### config.mk
export PLATFORM = sky130hd
export DESIGN_NAME = alu_issue_stage
export DESIGN_NICKNAME = d
export VERILOG_FILES = /design/src/rtl/alu_pkg.sv /design/src/rtl/alu_ctrl_dec.sv /design/src/rtl/alu_issue_stage.sv
export SDC_FILE = /design/constraint.sdc
export NUM_CORES = 1
export LEC_CHECK = 0
export CAP_MARGIN = 10
export CORE_MARGIN = 3
export CORE_UTILIZATION = 45
export CTS_BUF_LIST = sky130_fd_sc_hd__clkbuf_16
export CTS_CLUSTER_DIAMETER = 120
export DETAILED_ROUTE_END_ITERATION = 10
export HOLD_SLACK_MARGIN = 0.1
export PLACE_DENSITY = 0.81
export RECOVER_POWER = 50
export REMOVE_ABC_BUFFERS = 1
export SYNTH_ARGS = -nofsm -noshare
export SYNTH_HDL_FRONTEND = slang
export SYNTH_SLANG_ARGS = --single-unit
export TNS_END_PERCENT = 10
### constraint.sdc
create_clock -name clk -period 4.8 [get_ports clk]
set_input_delay 0.72 -clock clk [delete_from_list [all_inputs] [get_ports clk]]
set_output_delay 0.72 -clock clk [all_outputs]
set_load 0.02 [all_outputs]
### src/rtl/alu_pkg.sv
// Shared types and constants for the ALU issue stage: opcodes, ALU control codes,
// elastic-buffer state encoding and the decoded-entry record.
package alu_pkg;

    localparam int XLEN = 32;

    localparam logic [6:0] OPC_RTYPE  = 7'b0110011;
    localparam logic [6:0] OPC_ITYPE  = 7'b0010011;
    localparam logic [6:0] OPC_LOAD   = 7'b0000011;
    localparam logic [6:0] OPC_STORE  = 7'b0100011;
    localparam logic [6:0] OPC_BRANCH = 7'b1100011;

    localparam logic [6:0] F7_BASE = 7'b0000000;
    localparam logic [6:0] F7_ALT  = 7'b0100000;

    localparam logic [3:0] ALU_AND     = 4'b0000;
    localparam logic [3:0] ALU_OR      = 4'b0001;
    localparam logic [3:0] ALU_ADD     = 4'b0010;
    localparam logic [3:0] ALU_SUB     = 4'b0110;
    localparam logic [3:0] ALU_SLT     = 4'b1000;
    localparam logic [3:0] ALU_SLL     = 4'b1001;
    localparam logic [3:0] ALU_SRA     = 4'b1010;
    localparam logic [3:0] ALU_ILLEGAL = 4'b1111;

    typedef enum logic [1:0] {
        BUF_EMPTY = 2'd0,
        BUF_ONE   = 2'd1,
        BUF_FULL  = 2'd2
    } buf_state_t;

    typedef struct packed {
        logic [3:0]      ctrl;
        logic [XLEN-1:0] op1;
        logic [XLEN-1:0] op2;
        logic            illegal;
    } dec_entry_t;

    function automatic logic signed [XLEN-1:0] sext12(input logic signed [11:0] imm);
        logic signed [XLEN-1:0] wide;
        wide = imm;
        return wide;
    endfunction

endpackage

### src/rtl/alu_ctrl_dec.sv
// Combinational RV32I decoder producing the ALU control code and operands.
// Shift encodings are decoded only when ALU_ISSUE_SHIFT_EN is defined.
module alu_ctrl_dec
    import alu_pkg::*;
(
    input  logic [31:0] instr,
    input  logic [31:0] rs1_val,
    input  logic [31:0] rs2_val,
    output dec_entry_t  entry
);

    logic [6:0]         opcode;
    logic [2:0]         f3;
    logic [6:0]         f7;
    logic signed [31:0] imm_i;
    logic signed [31:0] imm_s;
    logic [3:0]         ctrl;
    logic [31:0]        op2;
    logic               unused_rs1_field;

    assign opcode = instr[6:0];
    assign f3     = instr[14:12];
    assign f7     = instr[31:25];
    assign imm_i  = sext12(instr[31:20]);
    assign imm_s  = sext12({instr[31:25], instr[11:7]});
    assign unused_rs1_field = ^instr[19:15];

    // Shared funct3 mapping for R-type and OP-IMM; SUB exists only for R-type.
    function automatic logic [3:0] arith_ctrl(input logic [2:0] fn3, input logic [6:0] fn7,
                                              input logic is_reg);
        logic [3:0] res;
        res = ALU_ILLEGAL;
        case (fn3)
            3'b000: begin
                if (!is_reg || fn7 == F7_BASE) res = ALU_ADD;
                else if (fn7 == F7_ALT)        res = ALU_SUB;
            end
            3'b111: res = ALU_AND;
            3'b110: res = ALU_OR;
            3'b010: res = ALU_SLT;
`ifdef ALU_ISSUE_SHIFT_EN
            3'b001: if (fn7 == F7_BASE) res = ALU_SLL;
            3'b101: if (fn7 == F7_ALT)  res = ALU_SRA;
`endif
            default: res = ALU_ILLEGAL;
        endcase
        return res;
    endfunction

    always_comb begin
        ctrl = ALU_ILLEGAL;
        op2  = rs2_val;
        case (opcode)
            OPC_RTYPE: ctrl = arith_ctrl(f3, f7, 1'b1);
            OPC_ITYPE: begin
                ctrl = arith_ctrl(f3, f7, 1'b0);
                op2  = imm_i;
            end
            OPC_LOAD: if (f3 == 3'b010) begin
                ctrl = ALU_ADD;
                op2  = imm_i;
            end
            OPC_STORE: if (f3 == 3'b010) begin
                ctrl = ALU_ADD;
                op2  = imm_s;
            end
            OPC_BRANCH: if (f3 == 3'b000) ctrl = ALU_SUB;
            default: ctrl = ALU_ILLEGAL;
        endcase
        // Unsupported encodings always present rs2 on operand 2.
        if (ctrl == ALU_ILLEGAL) op2 = rs2_val;
        entry.ctrl    = ctrl;
        entry.op1     = rs1_val;
        entry.op2     = op2;
        entry.illegal = (ctrl == ALU_ILLEGAL);
    end

endmodule

### src/rtl/alu_issue_stage.sv
// Decode-to-execute issue stage: decoder at the input feeding a two-entry elastic
// ID/EX buffer (head + skid). Shift support is gated by ALU_ISSUE_SHIFT_EN.
module alu_issue_stage
    import alu_pkg::*;
(
    input  logic        clk,
    input  logic        rst,
    input  logic        flush,
    input  logic        in_valid,
    output logic        in_ready,
    input  logic [31:0] in_instr,
    input  logic [31:0] in_rs1_val,
    input  logic [31:0] in_rs2_val,
    output logic        out_valid,
    input  logic        out_ready,
    output logic [3:0]  alu_ctrl,
    output logic [31:0] alu_in_1,
    output logic [31:0] alu_in_2,
    output logic        illegal
);

    dec_entry_t dec_p0;
    dec_entry_t main_p1;
    dec_entry_t skid_p1;
    buf_state_t state;
    logic       in_ready_q;
    logic       accept;
    logic       pop;

    alu_ctrl_dec u_dec (
        .instr   (in_instr),
        .rs1_val (in_rs1_val),
        .rs2_val (in_rs2_val),
        .entry   (dec_p0)
    );

    assign accept = in_valid & in_ready_q;
    assign pop    = (state != BUF_EMPTY) & out_ready;

    // ---- stage p0 (decode) -> p1 (head/skid registers) ----
    always_ff @(posedge clk or posedge rst) begin
        if (rst) begin
            state      <= BUF_EMPTY;
            in_ready_q <= 1'b1;
            main_p1    <= '0;
            skid_p1    <= '0;
        end else if (flush) begin
            state      <= BUF_EMPTY;
            in_ready_q <= 1'b1;
        end else begin
            case (state)
                BUF_EMPTY: if (accept) begin
                    main_p1 <= dec_p0;
                    state   <= BUF_ONE;
                end
                BUF_ONE: begin
                    if (accept && !pop) begin
                        skid_p1    <= dec_p0;
                        state      <= BUF_FULL;
                        in_ready_q <= 1'b0;
                    end else if (accept) begin
                        main_p1 <= dec_p0;
                    end else if (pop) begin
                        state <= BUF_EMPTY;
                    end
                end
                BUF_FULL: if (pop) begin
                    main_p1    <= skid_p1;
                    state      <= BUF_ONE;
                    in_ready_q <= 1'b1;
                end
                default: begin
                    state      <= BUF_EMPTY;
                    in_ready_q <= 1'b1;
                end
            endcase
        end
    end

    assign in_ready  = in_ready_q;
    assign out_valid = (state != BUF_EMPTY);
    assign alu_ctrl  = main_p1.ctrl;
    assign alu_in_1  = main_p1.op1;
    assign alu_in_2  = main_p1.op2;
    assign illegal   = main_p1.illegal;

endmodule

# Word-level counts from Yosys, hierarchy flattened
# Index checks and enable logic that the tools add are counted.
# totals
word_cells	71
out_inout_bits	71
regBits	141
in_bits	101
# op_classes
bitwise_logic	3
n_eq_ne	20
mux	26
n_reduce_logical	12
# ops
operator	n
69-bit 2-to-1 mux	3
69-bit case mux with 3 select lines	1
32-bit 2-to-1 mux	3
32-bit case mux with 3 select lines	1
4-bit case mux with 4 select lines	3
7-bit by 6-bit == test with 1-bit output, second input constant	3
4-bit 2-to-1 mux	4
2-bit 2-to-1 mux	6
3-bit != test, second input constant	3
4-bit != test, second input constant	2
4-bit AND reduction	2
7-bit by 2-bit == test with 1-bit output, second input constant	1
7-bit by 5-bit == test with 1-bit output, second input constant	1
7-bit == test, second input constant	1
7-bit zero test	1
3-bit == test, second input constant	2
2-bit != test, second input constant	3
2-bit case mux with 3 select lines	1
3-bit AND reduction	2
4-bit == test, second input constant	1
3-bit by 2-bit == test with 1-bit output, second input constant	1
3-bit zero test	1
1-bit 2-to-1 mux	3
1-bit case mux with 3 select lines	1
10 further kinds	11

# Logic depth before layout (Yosys ltp)
# Gate-level depths: netlist of the first run.
# logic_depth
ltp_word	10
depth_mapped	8
mapped_depth_nobuf	5

# Modules after synthesis
# A second synthesis of the first run with hierarchy kept.
# unflattened
hier_cells	610
area_unflattened_um2	6895.4
# by_module_without_submodules
mod	n_inst	area_each_um2	cells_per_inst
alu_issue_stage	1	5895.7	468
alu_ctrl_dec	1	999.7	142

# Worst setup path before layout of the first run
# Ideal clock, no wire load.
# synth_path
path_kind	input to register
from	input port in_instr[14]
to	register main_p1, in the netlist alu_in_2[10]
required_time_ns	4.674
t_arrival_ns	2.582
setup_ns	0.126
setup_slack_ns	2.092
path_stages	6
path_cell_list	clkbuf_1 or4b_1 o211a_1 o41ai_4 a21boi_2 a221o_1
# synth_via
elab_chain_cells	8
elab_cells_between_ends	17
cone_classes	4 x eq/ne; 12 x mux; 1 x reduce/logical
# synth_rtl
item	line	source
start: declaration	alu_issue_stage.sv:11	input logic [31:0] in_instr,
3-bit by 2-bit == test with 1-bit output (tied with other cells)	alu_ctrl_dec.sv:33, alu_ctrl_dec.sv:59, alu_ctrl_dec.sv:63	
4-bit case mux with 4 select lines (tied with other cells)	alu_ctrl_dec.sv:33	case (fn3)
4-bit case mux with 4 select lines	alu_ctrl_dec.sv:53	case (opcode)
4-bit == test	alu_ctrl_dec.sv:71	if (ctrl == ALU_ILLEGAL) op2 = rs2_val;
32-bit 2-to-1 mux *	alu_ctrl_dec.sv:71	
69-bit 2-to-1 mux *	alu_issue_stage.sv:52, alu_issue_stage.sv:61	
69-bit 2-to-1 mux	alu_issue_stage.sv:57	if (accept && !pop) begin
69-bit case mux with 3 select lines *	alu_issue_stage.sv:51	case (state)
end signal: assignment	alu_issue_stage.sv:53	main_p1 <= dec_p0;
end signal: assignment	alu_issue_stage.sv:62	main_p1 <= dec_p0;
end signal: assignment	alu_issue_stage.sv:68	main_p1 <= skid_p1;
end: declaration	alu_issue_stage.sv:23	dec_entry_t main_p1;
# Every way passes the cells marked *; elsewhere a longest branch is shown, timed or not. The select of a mux whose other input is x is not followed.
# A chain may end at the register's enable or synchronous reset.

# Worst setup path after layout of the first run
# layout_path
from	register state[1]
to	register main_p1, in the netlist alu_in_2[5]
# layout_via
elab_chain_cells	6
elab_cells_between_ends	12
cone_classes	4 x eq/ne; 1 x mux; 1 x bitwise; 6 x reduce/logical
# layout_rtl
item	line	source
start: declaration	alu_issue_stage.sv:25	buf_state_t state;
start signal: assignment	alu_issue_stage.sv:43	state <= BUF_EMPTY;
start signal: assignment	alu_issue_stage.sv:48	state <= BUF_EMPTY;
start signal: assignment	alu_issue_stage.sv:54	state <= BUF_ONE;
2-bit nonzero test	alu_issue_stage.sv:38	assign pop = (state != BUF_EMPTY) & out_ready;
1-bit AND	alu_issue_stage.sv:38	
1-bit zero test	alu_issue_stage.sv:57	
1-bit logical AND	alu_issue_stage.sv:57	
2-bit != test (no line)	n/a	
4-bit AND reduction (no line)	n/a	
# Several ways; a longest one is shown, not always the timed one.

==> flow_summary.yaml, run 1 <==
clocking:
  cts_max_path_buffers: 2
  cts.sinks: 141
  htreeDepth: 4
  root_buffer: "clkbuf_16"
  post_cts_buffers: 0
  clk_pin_slew_ps: 60
  cts_inserted_buffers: 17
  hold_buffers: 0
  cts_tree: "built"
  clk-insertion-delay-late_ps: 410
  ctsResizeCount: 0
global_routing:
  grt_pass1_vias: 6055
  grt-ovfl-total: 0
  grt.total_usage_pct: 21.9
  grt_pass1_wl_mm: 29.9
  antenna_found_initial: 0
  grt_max_degree: 121
run_status:
  violations: "max-capacitance violations, max-slew violations"
  status: "finished with violations"
worst_setup_path:
  crit_fanout: 48
  crit_path_top_delay_cell: "clkbuf_1"
  critical_path.max_stage_delay_ps: 1670
  crit_buf_inv: 2
  critPathCaptureType: "flop"
  crit_chain: "inv_1, nor2_4, clkbuf_1, nor4_2, a221o_1"
  cp-start-kind: "flop"
  required_ps: 5100
  arrival_ps: 3590
  cp_top_family: "buffers and inverters"
  criticalPathCategory: "flop to flop"
logic_synthesis:
  synth_cell_type_count: 51
  ys_seq_area_share_pct: 50.9
  yosys-top-cells-count: "nand2_1 (204), dfrtp_1 (140), a31oi_1 (77), nor2_1 (62), clkbuf_1 (48)"
  synth_area_leaders: "dfrtp_1 (51%), nand2_1 (11%), a31oi_1 (6.9%)"
  ys_warn_count: 0
  synthArstFlopShare_pct: 100
  synthCells: 778
  synth.top_cell.area_share_pct: 50.5
  syn_area_per_cell_sq_um: 8.91
  synthFlopType: "dfrtp_1"
  synth_top_cell_by_area: "dfrtp_1"
  ys_ff_latch: 141
  synth_edf_count: 0
  syn_area_sq_um: 6930
  yosysMostFrequentCell: "nand2_1"
sta:
  setup_viol: 0
  finalHoldViolations: 0
  worstMarginPinSlew_ps: 2520
  fin_crit_ps: 3290
  rsz0062_at_grt: "false"
  finalCritPeriodShare_pct: 68.5
  final_max_slew_viol_count: 170
  max_clock_freq_mhz: 304
  skew_ps: 9.97
  setup_slack_ps: 1510
  relSlewSlack_pct: -68.1
die:
  dieArea_sq_um: 16900
  rows: 44
  boundaryPins: 172
  core_sq_um: 14800
  die_x_um: 130
  start_util_pct: 46.8
  die_y_um: 130
place:
  place_congestion: 0.861
  pre_cts_slack_ps: 1260
  place.port_buffers: 166
  post-dp-hpwl_mm: 11.8
drt:
  detail-route-antenna-nets: 0
  routed_wl_mm: 18.0
  first_pass_iters: 5
  num_vias: 6273
  wl_per_cell_um: 16.2
  drc: 0
  viasPerCell: 5.63
  drt_iter0_drc: 428
job:
  maxCapViolations: 2
power:
  leakage_nw: 3.98
  powerDensity_nw_per_um2: 438
  ir_worst_vdd_v: 0.000224
  power_mw: 4.10
finish:
  syn_to_final_growth_pct: 35.0
  num_antenna_cells: 0
  finalNetCount: 1019
  drive_gt1_share_pct: 7.85
worst_hold_path:
  hp-class: "flop to flop"
-- power by group --
part	total (mW)	internal [mW]	switching, mW
registers	1.70	1.52	0.176
clock network	1.35	0.861	0.486
logic	1.06	0.503	0.554
-- registers in the layout, indices dropped and copies added, names as in the netlist --
signal,cells
state,2
alu_ctrl,4
skid_p1,69
alu_in_2,32
illegal,1
in_ready,1
alu_in_1,32
-- routing by layer --
layer / routed length (um) / part of all wire [%] / track usage (%)
met5: 0 / 0 / 0
met2: 8630 / 48 / 36.1
met3: 1200 / 6.7 / 4.71
met4: 238 / 1.3 / 7.09
met1: 7950 / 44 / 29.0
-- worst paths after layout --
| path | from | to | slack [ps] | depth (start not counted) |
|---|---|---|---|---|
| min | skid_p1[68] | skid_p1[68] | 470 | 2 |
| max | state[1] | alu_in_2[5] | 1510 | 5 |
| max reg2reg | state[1] | alu_in_2[5] | 1510 | 5 |
| max in group asynchronous | rst | alu_ctrl[1] | 1920 | 2 |
| min in group asynchronous | rst | skid_p1[50] | 1590 | 2 |
| min reg2reg | skid_p1[68] | skid_p1[68] | 470 | 2 |
-- layout make-up --
| type | instances | area, sq um |
|---|---|---|
| clock inverter | 14 | 179 |
| inverter | 11 | 45.0 |
| timing repair buffer | 179 | 1760 |
| sequential | 141 | 3530 |
| fill | 1237 | 5450 |
| multi-input combinational | 568 | 3190 |
| clock buffer | 17 | 425 |
| tap | 184 | 230 |
-- metrics by stage --
step / util, % / setup TNS (ps) / cell area (sq um) / std cells / hold slack (ps)
2_1_floorplan: - / -90570 / 6710 / 720 / 441
3_3_place_gp: 59.1 / 0 / 8760 / 1083 / 454
3_5_place_dp: 59.1 / 0 / 8760 / 1083 / 458
4_1_cts: 63.2 / 0 / 9360 / 1114 / 472
5_1_grt: 63.2 / 0 / 9360 / 1114 / 487
6_report: 63.2 / 0 / 9360 / 1114 / 466
-- worst reg2reg max path: cells and delay by family, from the launching register on --
family,cells,cell delay (ps)
buffers and inverters,2,1780
AND/OR/NAND/NOR,2,480
AO/OA/AOI/OAI,1,470
flip-flops,1,450
-- placed cells by master, fill, tap and decap left out, types with 10 or more instances in the layout --
| cell type | netlist | final |
|---|---|---|
| dfrtp_1 | 140 | 140 |
| nand3_1 | 13 | 13 |
| a31oi_1 | 77 | 76 |
| o21ai_0 | 12 | 12 |
| a22o_1 | 10 | 10 |
| o211ai_1 | 11 | 11 |
| dlygate4sd3_1 | 0 | 34 |
| clkbuf_16 | 0 | 17 |
| inv_1 | 11 | 14 |
| clkdlybuf4s50_1 | 0 | 132 |
| nor2_1 | 62 | 61 |
| a221o_1 | 12 | 12 |
| mux2i_1 | 40 | 40 |
| nand4_1 | 10 | 10 |
| o21ai_1 | 23 | 23 |
| a21oi_1 | 13 | 12 |
| buf_4 | 0 | 12 |
| or2_2 | 23 | 23 |
| nand2_1 | 204 | 203 |
-- cells by family after synthesis --
group	Yosys count	share of synthesized area, %
AND/OR/NAND/NOR	349	22.1
AO/OA/AOI/OAI	179	17.4
flip-flops	141	50.9
buffers and inverters	69	3.79
multiplexers	40	5.78
Note: power is estimated with default switching activity, not from simulation.
==> run 2, diff against run 1 <==
Clock period 4.8 ns to 2.8 ns, I/O delays scaled along.
==> run 2 against run 1 <==
  * The run still ends with max-capacitance violations, max-slew violations left
  * Sequential share of layout area shrank 1.2 points
  * Clock power grew 81%
  * Register-to-register slack lost 900 ps
  * Wire length grew 1.4%
  * Combinational power grew 74%
  * Flip-flop and latch count is the same
  * Global-route usage grew 0.38 points
  * Sequential power grew 71%
  * Hold slack gained 7.6 ps
  * Non-clock buffer count grew 27
  * Die area is the same
  * Core utilization grew 2.1 points
  * Critical path type is now primary input to flop
  * Critical endpoint is now skid_p1[6]
  * Largest cell class unchanged
  * Highest routed layer unchanged
==> flow_summary.yaml, run 2 (synthesis gave the netlist of run 1 again) <==
worst_setup_path:
  critPathMostFrequentCell: "buf_4"
  arrival_ps: 2800
  criticalPathCategory: "primary input to flop"
  reg2reg_depth: 7
  crit_buf_inv: 3
  required_ps: 3150
  crit_path_top_delay_cell: "or4_1"
  cp-start-kind: "primary input"
  crit_fanout: 5
  critPathCaptureType: "flop"
  cp_top_family: "simple AND/OR/NAND/NOR gates"
  r2r_end: "alu_in_2[5]"
  crit_path_start: "in_instr[25]"
  r2r_slack_ps: 610
  critical_path.max_stage_delay_ps: 580
  r2r_start: "state[1]"
  crit_chain: "clkdlybuf4s50_1, or4_1, buf_4, o31ai_1, a21oi_1, nor3_1, buf_4, a221o_1"
die:
  die_y_um: 130
  dieArea_sq_um: 16900
  core_sq_um: 14800
  rows: 44
  boundaryPins: 172
  start_util_pct: 46.8
  die_x_um: 130
drt:
  first_pass_iters: 5
  drt_iter0_drc: 469
  drc: 0
  num_vias: 6365
  routed_wl_mm: 18.3
  viasPerCell: 5.57
  wl_per_cell_um: 16.0
  detail-route-antenna-nets: 0
power:
  seqPwrFrac_pct: 40.3
  powerDensity_nw_per_um2: 744
  ir_worst_vdd_v: 0.000389
  leakage_nw: 4.15
  combinationalPowerShare_pct: 25.6
  p_int_mw: 5.08
  swShare_pct: 29.4
  clkPwrFrac_pct: 34.1
  p_switching_mw: 2.12
place:
  place.port_buffers: 166
  post-dp-hpwl_mm: 12.1
  place_congestion: 0.882
clocking:
  cts_max_path_buffers: 2
  post_cts_buffers: 0
  root_buffer: "clkbuf_16"
  clk_pin_slew_ps: 60
  cts_tree: "built"
  clk-insertion-delay-late_ps: 410
  cts_inserted_buffers: 17
  hold_buffers: 0
  ctsResizeCount: 0
  htreeDepth: 4
  cts.sinks: 141
global_routing:
  grt.total_usage_pct: 22.3
  grt_pass1_wl_mm: 30.2
  grt_pass1_vias: 6105
  grt_max_degree: 68
  antenna_found_initial: 0
  grt-ovfl-total: 0
worst_hold_path:
  holdPathStages: 2
  hp-class: "flop to flop"
  min-delay-start: "skid_p1[64]"
  holdPathEnd: "skid_p1[64]"
run_status:
  status: "finished with violations"
  violations: "max-capacitance violations, max-slew violations"
finish:
  layout_common_cells: "nand2_1 (203), dfrtp_1 (140), clkdlybuf4s50_1 (133), a31oi_1 (76), nor2_1 (61)"
  largest_reg_flops: 69
  final_common_cell: "nand2_1"
  finalNetCount: 1046
  fill_cells: 1196
  regMostFlops: "skid_p1"
  num_antenna_cells: 0
  drive_gt1_share_pct: 10.9
  syn_to_final_growth_pct: 39.6
  multi_input_area_sq_um: 3190
  regArea_sq_um: 3530
  final_util_pct: 65.3
sta:
  final_max_slew_viol_count: 47
  max_clock_freq_mhz: 408
  skew_ps: 7.36
  worstMarginPinSlew_ps: 1840
  rsz0062_at_grt: "false"
  relSlewSlack_pct: -22.8
  setup_viol: 0
  worst_hold_slack_ps: 473
  finalCritPeriodShare_pct: 87.6
  finalHoldViolations: 0
  fin_crit_ps: 2450
job:
  maxCapViolations: 1
-- run 2: final cells by class --
| cell class | instances | share of cell area [%] |
|---|---|---|
| timing repair buffer | 206 | 21.0 |
| clock buffer | 17 | 4.40 |
| multi-input combinational | 568 | 33.0 |
| clock inverter | 15 | 2.28 |
| inverter | 11 | 0.427 |
| sequential | 141 | 36.5 |
| tap | 184 | 2.38 |
-- run 2: worst min-delay path, stage by stage (launching register included) --
cell and delay (ps):
dfrtp_1 340, nand2_1 50, nand2_1 50
-- run 2: how the worst max path moves through the flow --
stage,endpoint,cells after the start,slack [ps]
after global placement,skid_p1[11],8,-9
after CTS,alu_in_2[16],8,380
after floorplan,alu_ctrl[3],5,-3480
after detailed placement,alu_in_2[12],7,-50
final,skid_p1[6],8,350
after global routing,alu_in_2[24],3,120
-- run 2: power groups by stage --
| stage | clock network [mW] | logic (mW) | registers (mW) |
|---|---|---|---|
| 3_5_place_dp | 0 | 1.90 | 2.93 |
| 3_3_place_gp | 0 | 1.86 | 2.91 |
| 2_1_floorplan | 0 | 0.759 | 3.17 |
| 4_1_cts | 2.49 | 1.91 | 2.90 |
| 5_1_grt | 2.60 | 2.04 | 2.96 |
| 6_report | 2.45 | 1.84 | 2.90 |
-- run 2: metal layers --
metal	track usage [%]	routed length, um	vias up	part of all wire, %
met3	5.03	1140	12	6.2
met4	6.23	138	0	0.76
met2	36.2	8630	227	47
li1	-	-	3070	-
met1	30.2	8360	3056	46
met5	0	0	-	0
-- run 2: stage by stage --
stage | instances | worst slack [ps] | total power, mW | TNS (ps) | instance area [sq um]
global route | 1142 | 123 | 7.60 | 0 | 9670
floorplan | 720 | -3480 | 3.93 | -426170 | 6710
CTS | 1142 | 381 | 7.30 | 0 | 9690
global placement | 1110 | -8.92 | 4.77 | -38.1 | 9050
finish | 1142 | 347 | 7.19 | 0 | 9670
detailed placement | 1110 | -50.2 | 4.83 | -351 | 9050
